<file path="config.mk">
export PLATFORM = sky130hd
export DESIGN_NAME = keypad_scanner
export DESIGN_NICKNAME = d
export VERILOG_FILES = /design/src/rtl/keypad_scanner.sv
export SDC_FILE = /design/constraint.sdc
export NUM_CORES = 1
export LEC_CHECK = 0
export CAP_MARGIN = 10
export CELL_PAD_IN_SITES_DETAIL_PLACEMENT = 0
export CELL_PAD_IN_SITES_GLOBAL_PLACEMENT = 1
export CORE_UTILIZATION = 30
export DETAILED_ROUTE_END_ITERATION = 7
export PLACE_DENSITY_LB_ADDON = 0.1
export SETUP_SLACK_MARGIN = 0.2
export SYNTH_ARGS = -nofsm -noshare
export SYNTH_HDL_FRONTEND = slang
export SYNTH_SLANG_ARGS = --single-unit
</file>
<file path="constraint.sdc">
create_clock -name clk -period 2.4 [get_ports clk]
set_input_delay 0.24 -clock clk [delete_from_list [all_inputs] [get_ports clk]]
set_output_delay 0.24 -clock clk [all_outputs]
set_load 0.005 [all_outputs]
</file>
<file path="src/rtl/keypad_scanner.sv">
// 4x4 matrix keypad scanner: column drive, row synchronizer, press/release debounce
// and hex decode into a two-deep digit history for the dual seven-segment driver.
module keypad_scanner #(
  parameter int unsigned SCAN_DIV        = 12000,
  parameter int unsigned DEBOUNCE_CYCLES = 960000
) (
  input  logic       clk,
  input  logic       reset,
  input  logic [3:0] rows,
  output logic [3:0] cols,
  output logic [3:0] digit_new,
  output logic [3:0] digit_old,
  output logic       key_valid
);

  localparam int unsigned DW = (SCAN_DIV > 1) ? $clog2(SCAN_DIV) : 1;
  localparam int unsigned SW = (DEBOUNCE_CYCLES > 1) ? $clog2(DEBOUNCE_CYCLES) : 1;
  localparam logic [DW-1:0] DWELL_LAST  = DW'(SCAN_DIV - 1);
  localparam logic [SW-1:0] STABLE_LAST = SW'(DEBOUNCE_CYCLES - 1);

  typedef enum logic [1:0] {
    SCAN,
    DEB_PRESS,
    HELD,
    DEB_REL
  } state_t;

  state_t        state_q, state_d;
  logic [3:0]    meta_q, rs_q;
  logic [1:0]    col_q, col_d;
  logic [1:0]    row_q, row_d;
  logic [DW-1:0] dwell_q, dwell_d;
  logic [SW-1:0] stab_q, stab_d;
  logic [3:0]    new_q, new_d;
  logic [3:0]    old_q, old_d;
  logic          kv_q, kv_d;
  logic [1:0]    low_row;
  logic          row_low;

  function automatic logic [3:0] decode(input logic [1:0] r, input logic [1:0] c);
    logic [3:0] v;
    case ({r, c})
      4'b00_00: v = 4'h1;
      4'b00_01: v = 4'h2;
      4'b00_10: v = 4'h3;
      4'b00_11: v = 4'hA;
      4'b01_00: v = 4'h4;
      4'b01_01: v = 4'h5;
      4'b01_10: v = 4'h6;
      4'b01_11: v = 4'hB;
      4'b10_00: v = 4'h7;
      4'b10_01: v = 4'h8;
      4'b10_10: v = 4'h9;
      4'b10_11: v = 4'hC;
      4'b11_00: v = 4'hE;
      4'b11_01: v = 4'h0;
      4'b11_10: v = 4'hF;
      default:  v = 4'hD;
    endcase
    return v;
  endfunction

  // Scan from row 3 down so the last hit, the lowest-index low row, wins.
  always_comb begin
    low_row = 2'd0;
    for (int unsigned i = 0; i < 4; i++) begin
      if (!rs_q[3-i]) low_row = 2'(3 - i);
    end
  end

  assign row_low = ~rs_q[row_q];

  always_comb begin
    state_d = state_q;
    col_d   = col_q;
    row_d   = row_q;
    dwell_d = dwell_q;
    stab_d  = stab_q;
    new_d   = new_q;
    old_d   = old_q;
    kv_d    = 1'b0;
    case (state_q)
      SCAN: begin
        if (dwell_q == DWELL_LAST) begin
          dwell_d = '0;
          if (rs_q == 4'b1111) begin
            col_d = col_q + 2'd1;
          end else begin
            row_d   = low_row;
            stab_d  = '0;
            state_d = DEB_PRESS;
          end
        end else begin
          dwell_d = dwell_q + 1'b1;
        end
      end
      DEB_PRESS: begin
        if (!row_low) begin
          dwell_d = '0;
          state_d = SCAN;
        end else if (stab_q == STABLE_LAST) begin
          old_d   = new_q;
          new_d   = decode(row_q, col_q);
          kv_d    = 1'b1;
          state_d = HELD;
        end else begin
          stab_d = stab_q + 1'b1;
        end
      end
      HELD: begin
        if (!row_low) begin
          stab_d  = '0;
          state_d = DEB_REL;
        end
      end
      default: begin
        if (row_low) begin
          state_d = HELD;
        end else if (stab_q == STABLE_LAST) begin
          col_d   = col_q + 2'd1;
          dwell_d = '0;
          state_d = SCAN;
        end else begin
          stab_d = stab_q + 1'b1;
        end
      end
    endcase
  end

  always_ff @(posedge clk or posedge reset) begin
    if (reset) begin
      meta_q  <= '1;
      rs_q    <= '1;
      state_q <= SCAN;
      col_q   <= '0;
      row_q   <= '0;
      dwell_q <= '0;
      stab_q  <= '0;
      new_q   <= '0;
      old_q   <= '0;
      kv_q    <= 1'b0;
    end else begin
      meta_q  <= rows;
      rs_q    <= meta_q;
      state_q <= state_d;
      col_q   <= col_d;
      row_q   <= row_d;
      dwell_q <= dwell_d;
      stab_q  <= stab_d;
      new_q   <= new_d;
      old_q   <= old_d;
      kv_q    <= kv_d;
    end
  end

  assign cols      = ~(4'b0001 << col_q);
  assign digit_new = new_q;
  assign digit_old = old_q;
  assign key_valid = kv_q;

endmodule

</file>
==> After elaboration in Yosys (flattened, before gate mapping) <==
Memory sizes are Yosys's and may differ from the RTL's. A register that Yosys moved wholly into a read port is not among the register bits.
Cells that the tools add are included.
{ "totals": {"regBits": 53, "romBits": 64, "inputBits": 6, "out_inout_bits": 13, "word_cells": 79, "mem_count": 1} }
{ "memory_table": {"columns": ["name", "depth", "width", "read_ports", "rd_clocked_by_memory_dff", "write_ports", "line_no", "text"], "rows": [
  ["(name not given)", 16, 4, 1, 1, 0, "42", "case ({r, c})"]
]} }
{ "op_classes": {"add_sub_neg": 3, "order_cmp": 1, "eq_ne": 13, "shift": 1, "n_mux": 34, "n_bitwise": 5, "reduce_logical": 12} }
{ "ops": {"columns": ["operator", "n"], "rows": [
  ["$mux W20", 6],
  ["$pmux W20 S3", 1],
  ["$mux W14", 4],
  ["$pmux W14 S3", 1],
  ["$mux W2", 15],
  ["$add A20 B1 Y20 const B", 1],
  ["$eq A20 B20 Y1 const B", 1],
  ["$reduce_and A5 Y1", 3],
  ["$add A14 B1 Y14 const B", 1],
  ["$eq A14 B14 Y1 const B", 1],
  ["$ne A2 B2 Y1 const B", 6],
  ["$pmux W2 S3", 1],
  ["$reduce_and A3 Y1", 2],
  ["$reduce_bool A3 Y1", 2],
  ["$ne A5 B1 Y1 const B", 1],
  ["$eq A4 B4 Y1 const B", 1],
  ["$mux W1", 4],
  ["$not A1 Y1", 4],
  ["$not A4 Y4", 1],
  ["$pmux W2 S2", 1],
  ["$reduce_and A4 Y1", 1],
  ["$reduce_bool A2 Y1", 2],
  ["$shl A1 B2 Y4 const A", 1],
  ["$lt A2 B3 Y1 const B", 1],
  ["other kinds (7)", 7]
]} }

==> Logic depth before layout (Yosys ltp) <==
Gate-level depths: netlist of run 1.
{ "depth": {"ltp_word": 4, "depth_mapped": 10, "depth_no_buf": 7} }

==> Worst setup path before layout of run 1 <==
No wires, ideal clock.
{ "synth_path": {"path_type": "register to register", "startpoint": "register state_q[0]", "endpoint": "register stab_q[3]", "setup_time_ns": 0.078, "t_arrival_ns": 2.260, "t_required_ns": 2.322, "setup_slack_ns": 0.062, "stages_incl_launch_ff": 10, "path_buffers": 3, "synth_period_minus_slack_ns": 2.338, "path_cell_list": "dfrtp_1 > inv_1 > ha_1 > clkbuf_1 > or2_2 > clkbuf_1 > nor3_1 > clkbuf_1 > o31ai_1 > a21oi_1"} }
{ "synth_via": {"elab_chain_len": 3, "word_cells_on_any_way": 10, "classes_between": "eq/ne: 6; mux: 1; reduce/logical: 3"} }
{ "synth_rtl": {"columns": ["item", "line_no", "text"], "rows": [
  ["from (decl)", "28", "state_t state_q, state_d;"],
  ["from (signal assigned)", "145", "state_q <= state_d;"],
  ["$eq A2 B1 Y1 (tied with other cells)", "82", "case (state_q)"],
  ["$ne A2 B2 Y1 (no source line) or $reduce_bool A3 Y1 (tied branches)", null, null],
  ["$reduce_and A5 Y1 (no source line)", null, null],
  ["to (signal assigned)", "149", "stab_q <= stab_d;"],
  ["to (decl)", "33", "logic [SW-1:0] stab_q, stab_d;"]
]} }
Parallel ways exist; a longest one is shown, timed or not.
A chain may end at the register's enable or synchronous reset.

==> Final worst setup path of run 1 <==
{ "layout_path": {"startpoint": "register row_q[0]", "endpoint": "register stab_q[4]"} }
{ "layout_via": {"elab_chain_len": 4, "word_cells_on_any_way": 6, "classes_between": "eq/ne: 2; mux: 2; reduce/logical: 2"} }
{ "layout_rtl": {"columns": ["item", "line_no", "text"], "rows": [
  ["from (decl)", "31", "logic [1:0] row_q, row_d;"],
  ["from (signal assigned)", "147", "row_q <= row_d;"],
  ["$bmux W1 S2 *", "71", "assign row_low = ~rs_q[row_q];"],
  ["$mux W1 (not written as such) *", "71", null],
  ["$ne A2 B2 Y1 (no source line) or $reduce_bool A3 Y1 (tied branches)", null, null],
  ["$reduce_and A5 Y1 (no source line) *", null, null]
]} }
Mark *: on every way between the ends. The rest lies on a longest branch, timed or not. The select of a mux whose other input is x is not followed.

==> results.json, run 1 <==
{
  "crit_arrival_ps": 2500,
  "fin_util_pct": 40.60,
  "rows": 37,
  "r2r_start": "row_q[0]",
  "grt_max_degree": 33,
  "cp_max_fo": 8,
  "grt_pass1_wl_um": 13580,
  "synth_top_area_cell": "dfrtp_1",
  "final-hold-violation-count": 0,
  "p_leak_nw": 1.714,
  "antenna_found_initial": 0,
  "via_per_inst": 5.337,
  "cp-end-kind": "flip-flop",
  "synth_nets": 359,
  "cp-start-kind": "flip-flop",
  "syn_area_per_cell_um2": 9.512,
  "cap_violations": 0,
  "rr_endpoint": "stab_q[4]",
  "dpl.hpwl_um": 5632,
  "start_util_pct": 31.23,
  "endpoint": "stab_q[4]",
  "routed_wl_um": 8227,
  "numCtsBuffers": 9,
  "ys_seq_area_share_pct": 44.15,
  "slew_headroom_pct": 60.08,
  "drive_above_1_share_pct": 23.94,
  "hp-class": "in2async",
  "numPortBuffers": 18,
  "power_per_cell_area_nw_per_um2": 488.9,
  "min_period_ps": 2235,
  "ys_ff_latch": 57,
  "gp_congestion": 0.7423,
  "synth_edf_count": 0,
  "seqPwrFrac_pct": 47.3,
  "internal-power_w": 0.001631,
  "cts_sinks": 57,
  "p_comb_share_pct": 2.2,
  "synth_top_cell_area_share_pct": 37.69,
  "final_nets": 413,
  "area_delta_synth_final_pct": 30.00,
  "yosys_most_used_dff": "dfrtp_1",
  "clock-root-buffer": "clkbuf_8",
  "syn_area_um2": 3253,
  "core_um2": 10420,
  "yosys_warnings": 0,
  "finalSetupTns_ps": 0,
  "tightestPinTransition_ps": 593.4,
  "io_pins": 19,
  "drc": 0,
  "peakVddDrop_mv": 0.1891,
  "fill_cells": 1026,
  "grt_pass1_vias": 2708,
  "synth.most_common_cell": "dfrtp_1",
  "synthAdderAreaFrac_pct": 4.231,
  "busiest_layer": "met2",
  "vias": 2866,
  "postSynthCellCount": 342,
  "synth_common_cells": "dfrtp_1 (49), o31ai_1 (25), nand3_1 (24), nand2_1 (23), o21ai_0 (23)",
  "grt.total_usage_pct": 15.41,
  "pwr-share-clk_pct": 50.5,
  "antenna_cells": 0,
  "status": "finished, final reports clean",
  "clkLatencyLatePin_ps": 340,
  "synth_compound_area_share_pct": 20.04,
  "overflow": 0,
  "synth.distinct_cells": 48,
  "period_share_pct": 93.14,
  "drv_slew": 0,
  "skew_ps": 10.74,
  "synth_top_family_by_area": "simple AND/OR/NAND/NOR gates",
  "synth-xor-area-share_pct": 0.5385,
  "rr_worst_depth": 6,
  "wl_per_cell_um": 15.32,
  "synth.area.mux_share_pct": 5.308,
  "met1_usage_pct": 19.88,
  "clk_pin_slew_ps": 70,
  "synthSimpleGateAreaFrac_pct": 20.65,
  "p_sw_w": 0.0004362,
  "die_height_um": 106.1,
  "cts_hold_buf": 0,
  "power.share.switching_pct": 21.10,
  "fmax_ghz": 0.4474,
  "rsz0062_at_grt": "true",
  "cts_max_path_buffers": 2,
  "r2r_slack_ps": 160,
  "synthTopCellsByArea": "dfrtp_1 (38%), dfstp_2 (6.5%), o31ai_1 (5.8%), ha_1 (4.2%), nand3_1 (3.7%)",
  "cts_max_level": 3,
  "worst_ep_required_time_ps": 2660,
  "die_w_um": 106.1,
  "crit_type": "reg2reg",
  "cts_tree": "done",
  "startpoint": "row_q[0]",
  "async_reset_ff_share_pct": 100.0,
  "die_area_um2": 11260,
  "globalRouteMet2Util_pct": 24.81,
  "met3_usage_pct": 3.740,
  "ant_nets": 0,
  "setup_violations": 0,
  "first_pass_iters": 5,
  "drt_first_iter_violations": 152
}
## critical path, cell delays in order, from the launching register on
cell	delay, ps
dfrtp_1	370
mux4_2	570
a211oi_4	230
o221ai_4	170
buf_12	160
or4_1	520
a21oi_2	140
## registers in the layout, indices dropped and copies added, names as in the netlist, 2 cells and up, named ones only
signal / flops
stab_q: 20
rs_q: 4
digit_new: 4
dwell_q: 14
col_q: 2
meta_q: 4
digit_old: 4
row_q: 2
## what timing repair did
action,4_1_cts,5_1_grt
pin swaps,1,6
resized for setup,2,25
setup endpoints to repair,7,28
gates cloned,0,2
buffers inserted,0,12
endpoints found under the hold margin,0,0
## area by class of cell
cell class	instances	area, um^2	area share, %
Clock buffer	12	155.1	3.669
Clock inverter	4	75.07	1.775
Inverter	20	75.07	1.775
Multi-Input combinational cell	248	1754	41.48
Sequential cell	57	1436	33.96
Tap cell	136	170.2	4.024
Timing Repair Buffer	60	563.0	13.31
## through the flow
stage                     setup WS (ps)  hold WS (ps)  power (W)  instance area (um^2)  std cells
final                             164.7         294.4   0.002068                  4229        537
after global routing              39.71         290.6   0.002158                  4229        537
after CTS                         166.4         288.9   0.002110                  3994        523
after detailed placement          155.3         347.5   0.001042                  3760        507
after global placement            193.0         345.7   0.001042                  3760        507
after floorplan                   196.7         244.5   0.001020                  3266        342
## placed cells by master (no fill, tap or decap), drive strengths merged, types with 14 or more instances in the layout
| master | n |
|---|---|
| clkdlybuf4s50 | 18 |
| nand3 | 24 |
| clkbuf | 14 |
| o31ai | 25 |
| nor2 | 17 |
| a21oi | 21 |
| inv | 20 |
| nand2 | 23 |
| buf | 40 |
| o21ai | 23 |
| dfrtp | 49 |
## power by group through the flow
stage | clock network (W) | logic, W | registers, W
3_5_place_dp | 0 | 0.0000460 | 0.000996
4_1_cts | 0.00109 | 0.0000465 | 0.000978
2_1_floorplan | 0 | 0.0000257 | 0.000994
6_report | 0.00104 | 0.0000451 | 0.000978
5_1_grt | 0.00113 | 0.0000518 | 0.000979
3_3_place_gp | 0 | 0.0000460 | 0.000996
## kinds of logic after synthesis
| logic type | after synthesis |
|---|---|
| AND/OR/NAND/NOR | 123 |
| AO/OA/AOI/OAI | 98 |
| multiplexers | 14 |
| adder cells (fa/ha/maj) | 11 |
| XOR/XNOR | 2 |
| flip-flops | 57 |
| buffers and inverters | 37 |
## routing by layer
| layer | part of all wire, % | vias to the layer above |
|---|---|---|
| met5 | 0 | - |
| met4 | 0.95 | 0 |
| met3 | 3.7 | 11 |
| met2 | 48 | 50 |
| met1 | 48 | 1398 |
| li1 | - | 1407 |
## worst min-delay path by stage
| stage | from | end | slack (ps) | depth (start not counted) |
|---|---|---|---|---|
| after global routing | rows[3] | meta_q[3] | 290 | 1 |
| final | reset | digit_old[2] | 290 | 2 |
| after CTS | rows[3] | meta_q[3] | 290 | 1 |
| after global placement | meta_q[3] | rs_q[3] | 350 | 0 |
| after floorplan | rows[0] | meta_q[0] | 240 | 0 |
| after detailed placement | meta_q[1] | rs_q[1] | 350 | 0 |
Note: power is estimated with default switching activity, not from simulation.
==> run 2: changes to the inputs <==
==> constraint.sdc (replaced) <==
create_clock -name clk -period 2.3 [get_ports clk]
set_input_delay 0.23 -clock clk [delete_from_list [all_inputs] [get_ports clk]]
set_output_delay 0.23 -clock clk [all_outputs]
set_load 0.005 [all_outputs]
==> results.json, run 2 (synthesized netlist as in run 1, its figures left out) <==
{
  "grt_max_degree": 33,
  "antenna_cells": 0,
  "cts_tree": "done",
  "period_share_pct": 95.49,
  "drv_slew": 0,
  "die_w_um": 106.1,
  "dpl.hpwl_um": 5659,
  "cpMostUsedCell": "buf_4",
  "status": "finished, final reports clean",
  "grt.total_usage_pct": 15.19,
  "setup_violations": 0,
  "largest_register_ffs": 20,
  "total_power_w": 0.002128,
  "final_nets": 423,
  "gp_congestion": 0.7980,
  "power_per_cell_area_nw_per_um2": 484.4,
  "hold-worst-slack_ps": 288.1,
  "busiest_layer": "met2",
  "final_cell_mix": "dfrtp_1 (49), buf_4 (44), nand3_1 (24), o31ai_1 (24), nand2_1 (21)",
  "grt_pass1_wl_um": 13470,
  "met1_usage_pct": 19.85,
  "grt_pass1_vias": 2734,
  "hp-class": "in2async",
  "drc": 0,
  "multi_input_area_um2": 1852,
  "cts_hold_buf": 0,
  "clock-root-buffer": "clkbuf_8",
  "setup_ws_ps": 103.6,
  "ant_nets": 0,
  "finalSetupTns_ps": 0,
  "die_area_um2": 11260,
  "peakVddDrop_mv": 0.2571,
  "r2r_start": "row_q[0]",
  "core_um2": 10420,
  "clk_pin_slew_ps": 70,
  "clkLatencyLatePin_ps": 340,
  "rows": 37,
  "regMostFlops": "stab_q",
  "rsz0062_at_grt": "true",
  "met3_usage_pct": 2.943,
  "skew_ps": 18.96,
  "preCtsSetupSlack_ps": 39.89,
  "io_pins": 19,
  "cap_violations": 0,
  "cp-end-kind": "flip-flop",
  "crit_arrival_ps": 2440,
  "largestRegisters": "stab_q (20), dwell_q (14)",
  "path_cells": "mux4_2 -> buf_6 -> and2_1 -> o221ai_4 -> buf_12 -> buf_4 -> buf_4 -> nor2_4 -> a21oi_1",
  "fill_cells": 1007,
  "globalRouteMet2Util_pct": 24.81,
  "wl_per_cell_um": 15.44,
  "cts_sinks": 57,
  "numPortBuffers": 18,
  "via_per_inst": 5.194,
  "p_leak_nw": 1.828,
  "first_pass_iters": 4,
  "fmax_ghz": 0.4553,
  "start_util_pct": 31.23,
  "crit_slowest_cell": "mux4_2",
  "layout_commonest_cell": "dfrtp_1",
  "routed_wl_um": 8446,
  "slew_headroom_pct": 60.76,
  "crit_type": "reg2reg",
  "final-hold-violation-count": 0,
  "antenna_found_initial": 0,
  "numCtsBuffers": 9,
  "cts_max_level": 3,
  "critPathMaxStageDelay_ps": 560,
  "startpoint": "row_q[0]",
  "vias": 2841,
  "die_height_um": 106.1,
  "overflow": 0,
  "seqCellArea_um2": 1436,
  "cp-start-kind": "flip-flop",
  "area_delta_synth_final_pct": 35.08,
  "tightestPinTransition_ps": 587.8,
  "cts_max_path_buffers": 2,
  "worst_ep_required_time_ps": 2540,
  "cp_max_fo": 9,
  "min_period_ps": 2196,
  "drt_first_iter_violations": 120,
  "fin_util_pct": 42.19,
  "drive_above_1_share_pct": 28.47
}
-- run 2: cell count changes in the layout (fill, tap and decap cells not counted), sizes merged --
cell,previous run,this run
clkbuf,14,12
clkinvlp,2,0
clkinv,0,3
buf,40,51
-- run 2: routing by layer --
| metal | vias up | share of wire [%] |
|---|---|---|
| met2 | 46 | 49 |
| met5 | - | 0 |
| met3 | 4 | 2.4 |
| li1 | 1422 | - |
| met4 | 0 | 0.73 |
| met1 | 1369 | 48 |
-- run 2: final cells by class --
class                           instances  area share (%)
Clock buffer                           11           3.218
Clock inverter                          5           1.794
Inverter                               20           1.708
Multi-Input combinational cell        248           42.14
Sequential cell                        57           32.69
Tap cell                              136           3.872
Timing Repair Buffer                   70           14.58
-- run 2: power by group --
group	internal, W	switching (W)
logic	0.0000202	0.0000319
clock network	0.000638	0.000418
registers	0.00102	0.00000429
-- run 2: worst max-delay path: cells and delay by family (launching register included) --
family	cells	cell delay, ps
simple gates	2	230
mux	1	560
compound gates	2	330
buf+inv	4	610
flops	1	370
-- run 2: path summary, 6_finish.rpt --
kind | slack (ps) | depth (start not counted) | endpoint
min in group clk | 300 | 1 | meta_q[1]
worst min-delay path | 290 | 2 | dwell_q[3]
worst max register to register | 100 | 9 | stab_q[8]
worst max-delay path | 100 | 9 | stab_q[8]
max in group asynchronous | 1420 | 3 | dwell_q[13]
worst min register to register | 360 | 0 | rs_q[2]
-- run 2: repair_timing --
action | in CTS | in global routing
pin swaps | 1 | 13
cloned | 0 | 1
endpoints found under the hold margin | 0 | 0
endpoints found under the setup margin | 27 | 32
buffers inserted | 2 | 14
resized for setup | 11 | 36
-- run 2: stage by stage --
step	cell area [um^2]	std cells
after floorplan	3274	342
after global placement	3831	514
after detailed placement	3831	514
after CTS	4106	532
after global routing	4394	547
final	4394	547
